## src/rtl/multicycle_control_fsm_if.sv

```systemverilog
// Bundle between the multi-cycle control sequencer and the datapath/memory side.
// The sequencer takes the master modport; the datapath or a bench takes the slave.
`timescale 1ns/1ps
interface multicycle_control_fsm_if #(
  parameter int INSTRET_W = 32
);
  logic [6:0]           opcode;
  logic [2:0]           funct3;
  logic [2:0]           instr_type;
  logic                 branch_cond;
  logic                 imem_ready;
  logic                 dmem_ready;
  logic                 imem_req;
  logic                 ir_write;
  logic                 pc_write;
  logic [1:0]           pc_src;
  logic [1:0]           alu_src_a;
  logic                 alu_src_b;
  logic                 dmem_req;
  logic                 dmem_we;
  logic                 rf_write;
  logic [1:0]           wb_sel;
  logic [2:0]           state;
  logic                 trap;
  logic                 bus_err;
  logic [INSTRET_W-1:0] instret;

  modport master (
    input  opcode, funct3, instr_type, branch_cond, imem_ready, dmem_ready,
    output imem_req, ir_write, pc_write, pc_src, alu_src_a, alu_src_b,
           dmem_req, dmem_we, rf_write, wb_sel, state, trap, bus_err, instret
  );

  modport slave (
    output opcode, funct3, instr_type, branch_cond, imem_ready, dmem_ready,
    input  imem_req, ir_write, pc_write, pc_src, alu_src_a, alu_src_b,
           dmem_req, dmem_we, rf_write, wb_sel, state, trap, bus_err, instret
  );
endinterface

```

## src/rtl/multicycle_control_fsm.sv

```systemverilog
// Control sequencer for the multi-cycle RV32I core: FETCH/DECODE/EXEC/MEM/WB
// with a terminal TRAP state, memory wait timeout, and retired-instruction count.
`timescale 1ns/1ps
module multicycle_control_fsm #(
  parameter int MEM_TIMEOUT = 16,
  parameter int INSTRET_W   = 32
) (
  input  logic                    clk,
  input  logic                    rst,
  multicycle_control_fsm_if.master bus
);
  localparam int CNT_W = $clog2(MEM_TIMEOUT);
  localparam logic [CNT_W-1:0] CNT_LAST = CNT_W'(MEM_TIMEOUT - 1);

  localparam logic [6:0] OP_ALU_R  = 7'b0110011;
  localparam logic [6:0] OP_ALU_I  = 7'b0010011;
  localparam logic [6:0] OP_LOAD   = 7'b0000011;
  localparam logic [6:0] OP_STORE  = 7'b0100011;
  localparam logic [6:0] OP_BRANCH = 7'b1100011;
  localparam logic [6:0] OP_JAL    = 7'b1101111;
  localparam logic [6:0] OP_JALR   = 7'b1100111;
  localparam logic [6:0] OP_LUI    = 7'b0110111;
  localparam logic [6:0] OP_AUIPC  = 7'b0010111;

  typedef enum logic [2:0] {
    S_FETCH  = 3'd0,
    S_DECODE = 3'd1,
    S_EXEC   = 3'd2,
    S_MEM    = 3'd3,
    S_WB     = 3'd4,
    S_TRAP   = 3'd7
  } state_t;

  typedef enum logic [3:0] {
    C_ALU_R, C_ALU_I, C_LOAD, C_STORE, C_BRANCH, C_JAL, C_JALR, C_LUI, C_AUIPC
  } class_t;

  state_t                state_q, state_d;
  class_t                cls_q, cls_d;
  logic [CNT_W-1:0]      cnt_q;
  logic [INSTRET_W-1:0]  instret_q;
  logic                  trap_q, bus_err_q;
  logic                  illegal, waiting, timeout, retire;

  // Opcode-to-class decode and illegal-encoding detection, only consumed in DECODE
  always_comb begin
    cls_d = C_ALU_R;
    case (bus.opcode)
      OP_ALU_R:  cls_d = C_ALU_R;
      OP_ALU_I:  cls_d = C_ALU_I;
      OP_LOAD:   cls_d = C_LOAD;
      OP_STORE:  cls_d = C_STORE;
      OP_BRANCH: cls_d = C_BRANCH;
      OP_JAL:    cls_d = C_JAL;
      OP_JALR:   cls_d = C_JALR;
      OP_LUI:    cls_d = C_LUI;
      OP_AUIPC:  cls_d = C_AUIPC;
      default:   cls_d = C_ALU_R;
    endcase
    illegal = (bus.instr_type == 3'b111) ||
              ((bus.opcode == OP_BRANCH) && (bus.funct3[2:1] == 2'b01)) ||
              ((bus.opcode == OP_JALR) && (bus.funct3 != 3'b000));
  end

  // Memory wait detection; the final wait cycle times out only if ready is still low
  always_comb begin
    waiting = ((state_q == S_FETCH) && !bus.imem_ready) ||
              ((state_q == S_MEM) && !bus.dmem_ready);
    timeout = waiting && (cnt_q == CNT_LAST);
  end

  // State register
  always_ff @(posedge clk or posedge rst) begin
    if (rst) state_q <= S_FETCH;
    else     state_q <= state_d;
  end

  // Next-state logic
  always_comb begin
    state_d = state_q;
    case (state_q)
      S_FETCH: begin
        if (bus.imem_ready) state_d = S_DECODE;
        else if (timeout)   state_d = S_TRAP;
      end
      S_DECODE: state_d = illegal ? S_TRAP : S_EXEC;
      S_EXEC: begin
        if (cls_q == C_BRANCH)                         state_d = S_FETCH;
        else if ((cls_q == C_LOAD) || (cls_q == C_STORE)) state_d = S_MEM;
        else                                           state_d = S_WB;
      end
      S_MEM: begin
        if (bus.dmem_ready) state_d = (cls_q == C_STORE) ? S_FETCH : S_WB;
        else if (timeout)   state_d = S_TRAP;
      end
      S_WB:    state_d = S_FETCH;
      S_TRAP:  state_d = S_TRAP;
      default: state_d = S_TRAP;
    endcase
  end

  // Class latch, wait counter (cleared on every state change), sticky flags, instret
  always_ff @(posedge clk or posedge rst) begin
    if (rst) begin
      cls_q     <= C_ALU_R;
      cnt_q     <= '0;
      trap_q    <= 1'b0;
      bus_err_q <= 1'b0;
      instret_q <= '0;
    end else begin
      if (state_q == S_DECODE) cls_q <= cls_d;
      if (state_d != state_q)  cnt_q <= '0;
      else if (waiting)        cnt_q <= cnt_q + 1'b1;
      if (state_d == S_TRAP)   trap_q <= 1'b1;
      if (timeout)             bus_err_q <= 1'b1;
      if (retire)              instret_q <= instret_q + 1'b1;
    end
  end

  // Output decode from state and latched class; everything forced low while in reset
  always_comb begin
    bus.imem_req  = 1'b0;
    bus.ir_write  = 1'b0;
    bus.pc_write  = 1'b0;
    bus.pc_src    = 2'd0;
    bus.alu_src_a = 2'd0;
    bus.alu_src_b = 1'b0;
    bus.dmem_req  = 1'b0;
    bus.dmem_we   = 1'b0;
    bus.rf_write  = 1'b0;
    bus.wb_sel    = 2'd0;
    retire        = 1'b0;
    case (state_q)
      S_FETCH: begin
        bus.imem_req = 1'b1;
        bus.ir_write = bus.imem_ready;
      end
      S_EXEC: begin
        case (cls_q)
          C_ALU_I, C_LOAD, C_STORE, C_JALR: bus.alu_src_b = 1'b1;
          C_AUIPC, C_JAL: begin
            bus.alu_src_a = 2'd1;
            bus.alu_src_b = 1'b1;
          end
          C_LUI: begin
            bus.alu_src_a = 2'd2;
            bus.alu_src_b = 1'b1;
          end
          C_BRANCH: begin
            bus.pc_write = 1'b1;
            bus.pc_src   = bus.branch_cond ? 2'd1 : 2'd0;
            retire       = 1'b1;
          end
          default: ;
        endcase
      end
      S_MEM: begin
        bus.dmem_req = 1'b1;
        bus.dmem_we  = (cls_q == C_STORE);
        if (bus.dmem_ready && (cls_q == C_STORE)) begin
          bus.pc_write = 1'b1;
          retire       = 1'b1;
        end
      end
      S_WB: begin
        bus.rf_write = 1'b1;
        bus.pc_write = 1'b1;
        retire       = 1'b1;
        case (cls_q)
          C_LOAD: bus.wb_sel = 2'd1;
          C_JAL: begin
            bus.wb_sel = 2'd2;
            bus.pc_src = 2'd1;
          end
          C_JALR: begin
            bus.wb_sel = 2'd2;
            bus.pc_src = 2'd2;
          end
          default: ;
        endcase
      end
      default: ;
    endcase
    if (rst) begin
      bus.imem_req  = 1'b0;
      bus.ir_write  = 1'b0;
      bus.pc_write  = 1'b0;
      bus.pc_src    = 2'd0;
      bus.alu_src_a = 2'd0;
      bus.alu_src_b = 1'b0;
      bus.dmem_req  = 1'b0;
      bus.dmem_we   = 1'b0;
      bus.rf_write  = 1'b0;
      bus.wb_sel    = 2'd0;
      retire        = 1'b0;
    end
  end

  assign bus.state   = state_q;
  assign bus.trap    = trap_q;
  assign bus.bus_err = bus_err_q;
  assign bus.instret = instret_q;

endmodule

```

## src/flat_wrapper.sv

```systemverilog
// flat-port wrapper written by rule: the top's interface ports become plain ports
module multicycle_control_fsm_flat 
#(
  parameter int MEM_TIMEOUT = 16,
  parameter int INSTRET_W   = 32
)
  (clk, rst, bus_opcode, bus_funct3, bus_instr_type, bus_branch_cond, bus_imem_ready, bus_dmem_ready, bus_imem_req, bus_ir_write, bus_pc_write, bus_pc_src, bus_alu_src_a, bus_alu_src_b, bus_dmem_req, bus_dmem_we, bus_rf_write, bus_wb_sel, bus_state, bus_trap, bus_bus_err, bus_instret);
  multicycle_control_fsm_if #(.INSTRET_W(INSTRET_W)) bus_i ();
  input  logic clk;
  input  logic rst;
  input wire logic [$bits(bus_i.opcode)-1:0] bus_opcode;
  input wire logic [$bits(bus_i.funct3)-1:0] bus_funct3;
  input wire logic [$bits(bus_i.instr_type)-1:0] bus_instr_type;
  input wire logic [$bits(bus_i.branch_cond)-1:0] bus_branch_cond;
  input wire logic [$bits(bus_i.imem_ready)-1:0] bus_imem_ready;
  input wire logic [$bits(bus_i.dmem_ready)-1:0] bus_dmem_ready;
  output wire logic [$bits(bus_i.imem_req)-1:0] bus_imem_req;
  output wire logic [$bits(bus_i.ir_write)-1:0] bus_ir_write;
  output wire logic [$bits(bus_i.pc_write)-1:0] bus_pc_write;
  output wire logic [$bits(bus_i.pc_src)-1:0] bus_pc_src;
  output wire logic [$bits(bus_i.alu_src_a)-1:0] bus_alu_src_a;
  output wire logic [$bits(bus_i.alu_src_b)-1:0] bus_alu_src_b;
  output wire logic [$bits(bus_i.dmem_req)-1:0] bus_dmem_req;
  output wire logic [$bits(bus_i.dmem_we)-1:0] bus_dmem_we;
  output wire logic [$bits(bus_i.rf_write)-1:0] bus_rf_write;
  output wire logic [$bits(bus_i.wb_sel)-1:0] bus_wb_sel;
  output wire logic [$bits(bus_i.state)-1:0] bus_state;
  output wire logic [$bits(bus_i.trap)-1:0] bus_trap;
  output wire logic [$bits(bus_i.bus_err)-1:0] bus_bus_err;
  output wire logic [$bits(bus_i.instret)-1:0] bus_instret;
  assign bus_i.opcode = bus_opcode;
  assign bus_i.funct3 = bus_funct3;
  assign bus_i.instr_type = bus_instr_type;
  assign bus_i.branch_cond = bus_branch_cond;
  assign bus_i.imem_ready = bus_imem_ready;
  assign bus_i.dmem_ready = bus_dmem_ready;
  assign bus_imem_req = bus_i.imem_req;
  assign bus_ir_write = bus_i.ir_write;
  assign bus_pc_write = bus_i.pc_write;
  assign bus_pc_src = bus_i.pc_src;
  assign bus_alu_src_a = bus_i.alu_src_a;
  assign bus_alu_src_b = bus_i.alu_src_b;
  assign bus_dmem_req = bus_i.dmem_req;
  assign bus_dmem_we = bus_i.dmem_we;
  assign bus_rf_write = bus_i.rf_write;
  assign bus_wb_sel = bus_i.wb_sel;
  assign bus_state = bus_i.state;
  assign bus_trap = bus_i.trap;
  assign bus_bus_err = bus_i.bus_err;
  assign bus_instret = bus_i.instret;
  multicycle_control_fsm #(.MEM_TIMEOUT(MEM_TIMEOUT), .INSTRET_W(INSTRET_W)) u_core (.clk(clk), .rst(rst), .bus(bus_i));
endmodule
```

## config.mk

```make
export PLATFORM = sky130hd
export DESIGN_NAME = multicycle_control_fsm_flat
export DESIGN_NICKNAME = d
export VERILOG_FILES = /design/src/rtl/multicycle_control_fsm_if.sv /design/src/rtl/multicycle_control_fsm.sv /design/src/flat_wrapper.sv
export SDC_FILE = /design/constraint.sdc
export NUM_CORES = 1
export LEC_CHECK = 0
export ABC_AREA = 1
export CAP_MARGIN = 20
export CORE_AREA = 2 2 80 82
export CTS_CLUSTER_SIZE = 14
export DETAILED_ROUTE_END_ITERATION = 10
export DIE_AREA = 0 0 82 84
export HOLD_SLACK_MARGIN = 0.06
export PLACE_DENSITY = 0.77
export SYNTH_ARGS = -nofsm -noshare
export SYNTH_HDL_FRONTEND = slang
export SYNTH_SLANG_ARGS = --single-unit
```

## constraint.sdc

```tcl
create_clock -name clk -period 2.38 [get_ports clk]
set_clock_uncertainty 0.05 [all_clocks]
set_input_delay 0.238 -clock clk [delete_from_list [all_inputs] [get_ports clk]]
set_output_delay 0.238 -clock clk [all_outputs]
set_load 0.05 [all_outputs]
```

==> flow_summary.toml <==
[sta]
final_hold_viol_count = 0
slew_viol_final = 0
layout_min_cycle_time_ps = 2170
tightest_slew_ps = 561
rsz0062_at_grt = "false"
slew_headroom_pct = 62.6
fmax_mhz = 461
finalSetupViolCount = 0
post-route-period-util_pct = 91.1
final.setup.tns_ps = 0

[cts]
ctsHoldBuffers = 0
cts.sinks = 45
cts_tree = "built"
clk_pin_slew_ps = 80
root_buffer = "clkbuf_8"
htree_levels = 2
numCtsBuffers = 5
cts.path.max_buffers = 2
clock_latency_ps = 300
cts_resized = 0
post_cts_buffers = 0

[logic_synthesis]
syn-cell-area_sq_um = 2900
ys_ff_latch = 45
ys_types = 30
synth_area_per_cell_sq_um = 7.21
syn_nets = 423
yosysSeqAreaShare_pct = 38.8
ys_warn_count = 0
syn_inst = 403

[cells_and_area]
register_area_sq_um = 1130
antenna_cells = 0
drive_gt1_share_pct = 11.5
finalCoreUtilization_pct = 64.0
area_growth_pct = 34.3
nets = 497
multi_input_area_sq_um = 1570
fillCellCount = 527

[setup_path]
reg2reg_slack_ps = 470
critical_path.startpoint = "u_core.bus.state[0]$_DFF_PP0_"
r2r_cells = 8
crit_path_end = "bus_pc_src[0]"
arrival_ps = 1880
timing.rr.end = "u_core.bus.instret[6]$_DFFE_PP0P_"
crit_required_ps = 2090
end_kind = "primary output"
cp-start-kind = "flop"
critPathMaxFanout = 6
worst-setup-path-type = "reg -> out"
r2r_start = "u_core.cls_q[0]$_DFFE_PP0P_"

[pwr]
pwr-share-seq_pct = 50.7
leakage_uw = 0.00180
p_int_uw = 1210
power.switching_uw = 295
power_frac_comb_pct = 4.4
cellPowerDensity_nw_per_um2 = 386
irDropWorstVdd_mv = 0.336
pwr-share-clk_pct = 45.0
switching_share_pct = 19.6

[detailed_routing]
dr.pass1.iters = 4
drc = 0
ant_nets = 0
drt_iter0_markers = 103
wire_per_inst_um = 12.7
vias = 2803
routed_wl_mm = 7.07
viasPerCell = 5.05

[placement]
gp_routability_congestion = 0.978
port_buffers = 67
dp_hpwl_mm = 5.45

[global_route]
grt-ovfl-total = 0
grt_pass1_wl_mm = 12.1
grt_max_degree = 46
grt_pass1_vias = 2782
antenna_found_initial = 0
grt_use_total_pct = 22.1

[floorplan]
pin_count = 68
die_area_sq_um = 6890
initial_core_util_pct = 47.6
placeableCoreArea_sq_um = 6100
core.rowCount = 29
die_h_um = 84
die_w_um = 82

[run_status]
outcome = "finished clean"

[hold_path]
hp-class = "reg -> reg"

[flow_run]
max_cap_violations = 0
[layer usage]
metal / vias to the layer above / GRT usage [%] / routed length (um)
met5: - / 0 / 0
met4: 0 / 6.06 / 140
met3: 17 / 3.90 / 349
met2: 83 / 38.1 / 3490
met1: 1295 / 27.9 / 3090
li1: 1408 / - / -
[worst max-delay path: stages (launching register included)]
cell and delay, ps:
dfrtp_1 460, nor2_1 220, inv_1 90, nor2_2 160, inv_1 140, nor2_1 110
a21oi_1 50, nor2_1 180, buf_12 170
[Yosys cell counts (all sizes together)]
cell	count	share of area [%]
nand4	12	2.6
nand3	28	5.5
and2	1	0.22
xor2	18	5.7
a21oi	3	0.52
nor3	19	3.8
nor4	5	1.1
inv	53	6.9
a21o	1	0.26
nand3b	1	0.26
buf	5	1.4
nand2	123	17
xnor2	16	4.8
o21ai	11	2.0
dfrtp	45	39
ha	2	0.86
a211oi	1	0.26
mux2i	1	0.34
nor2	58	8.3
[flip-flops by register name (all words and copies together), names as in the netlist]
| name | flops |
|---|---|
| u_core.bus.bus_err | 1 |
| u_core.bus.instret | 32 |
| u_core.bus.state | 3 |
| u_core.bus.trap | 1 |
| u_core.cls_q | 4 |
| u_core.cnt_q | 4 |
[through the flow]
stage / worst slack, ps / std cells / total power, uW / instance area [sq um] / hold WS [ps]
after floorplan: 32.3 / 403 / 806 / 2930 / 399
final: 212 / 555 / 1510 / 3900 / 426
after detailed placement: 379 / 547 / 845 / 3760 / 414
after global routing: 52.1 / 555 / 1560 / 3900 / 459
after global placement: 429 / 547 / 844 / 3760 / 399
after CTS: 124 / 555 / 1520 / 3900 / 437
[how the worst min path moves through the flow]
stage,from,endpoint,slack [ps],cells past startpoint
finish,u_core.bus.bus_err$_DFFE_PP0P_,u_core.bus.bus_err$_DFFE_PP0P_,430,2
detailed placement,u_core.bus.bus_err$_DFFE_PP0P_,u_core.bus.bus_err$_DFFE_PP0P_,410,2
global route,u_core.bus.trap$_DFFE_PP0N_,u_core.bus.trap$_DFFE_PP0N_,460,2
CTS,u_core.bus.bus_err$_DFFE_PP0P_,u_core.bus.bus_err$_DFFE_PP0P_,440,2
global placement,u_core.bus.bus_err$_DFFE_PP0P_,u_core.bus.bus_err$_DFFE_PP0P_,400,2
floorplan,bus_opcode[6],u_core.cls_q[3]$_DFFE_PP0P_,400,3
[power groups by stage]
stage               sequential [uW]  combinational, uW  clock (uW)
CTS                             764               66.5         691
detailed placement              779               66.4           0
global route                    764               74.4         720
finish                          764               65.6         678
global placement                779               65.0           0
floorplan                       779               26.6           0
[cell families (layout without fill, tap and decap cells)]
family	after synthesis	in the layout	synth area share, %
fa+ha+maj	2	2	0.862
compound gates	16	16	3.06
xor+xnor	34	34	10.5
simple gates	247	247	38.2
flops	45	45	38.8
buf+inv	58	133	8.23
mux	1	1	0.345
[cell usage in the layout, fill, tap and decap left out, types with 12 or more instances in the layout]
master / n
nand2_1: 120
clkdlybuf4s50_1: 54
nor2_1: 52
inv_1: 47
dfrtp_1: 45
nand3_1: 24
xor2_1: 17
xnor2_1: 16
nor3_1: 15
nand4_1: 12
[area by class of cell]
type | instances | share of cell area (%)
Timing Repair Buffer | 72 | 19.9
Clock buffer | 5 | 1.76
Clock inverter | 3 | 1.67
Tap cell | 77 | 2.47
Sequential cell | 45 | 28.9
Multi-Input combinational cell | 300 | 40.3
Inverter | 53 | 5.10
Power figures use the tool's default switching activity.
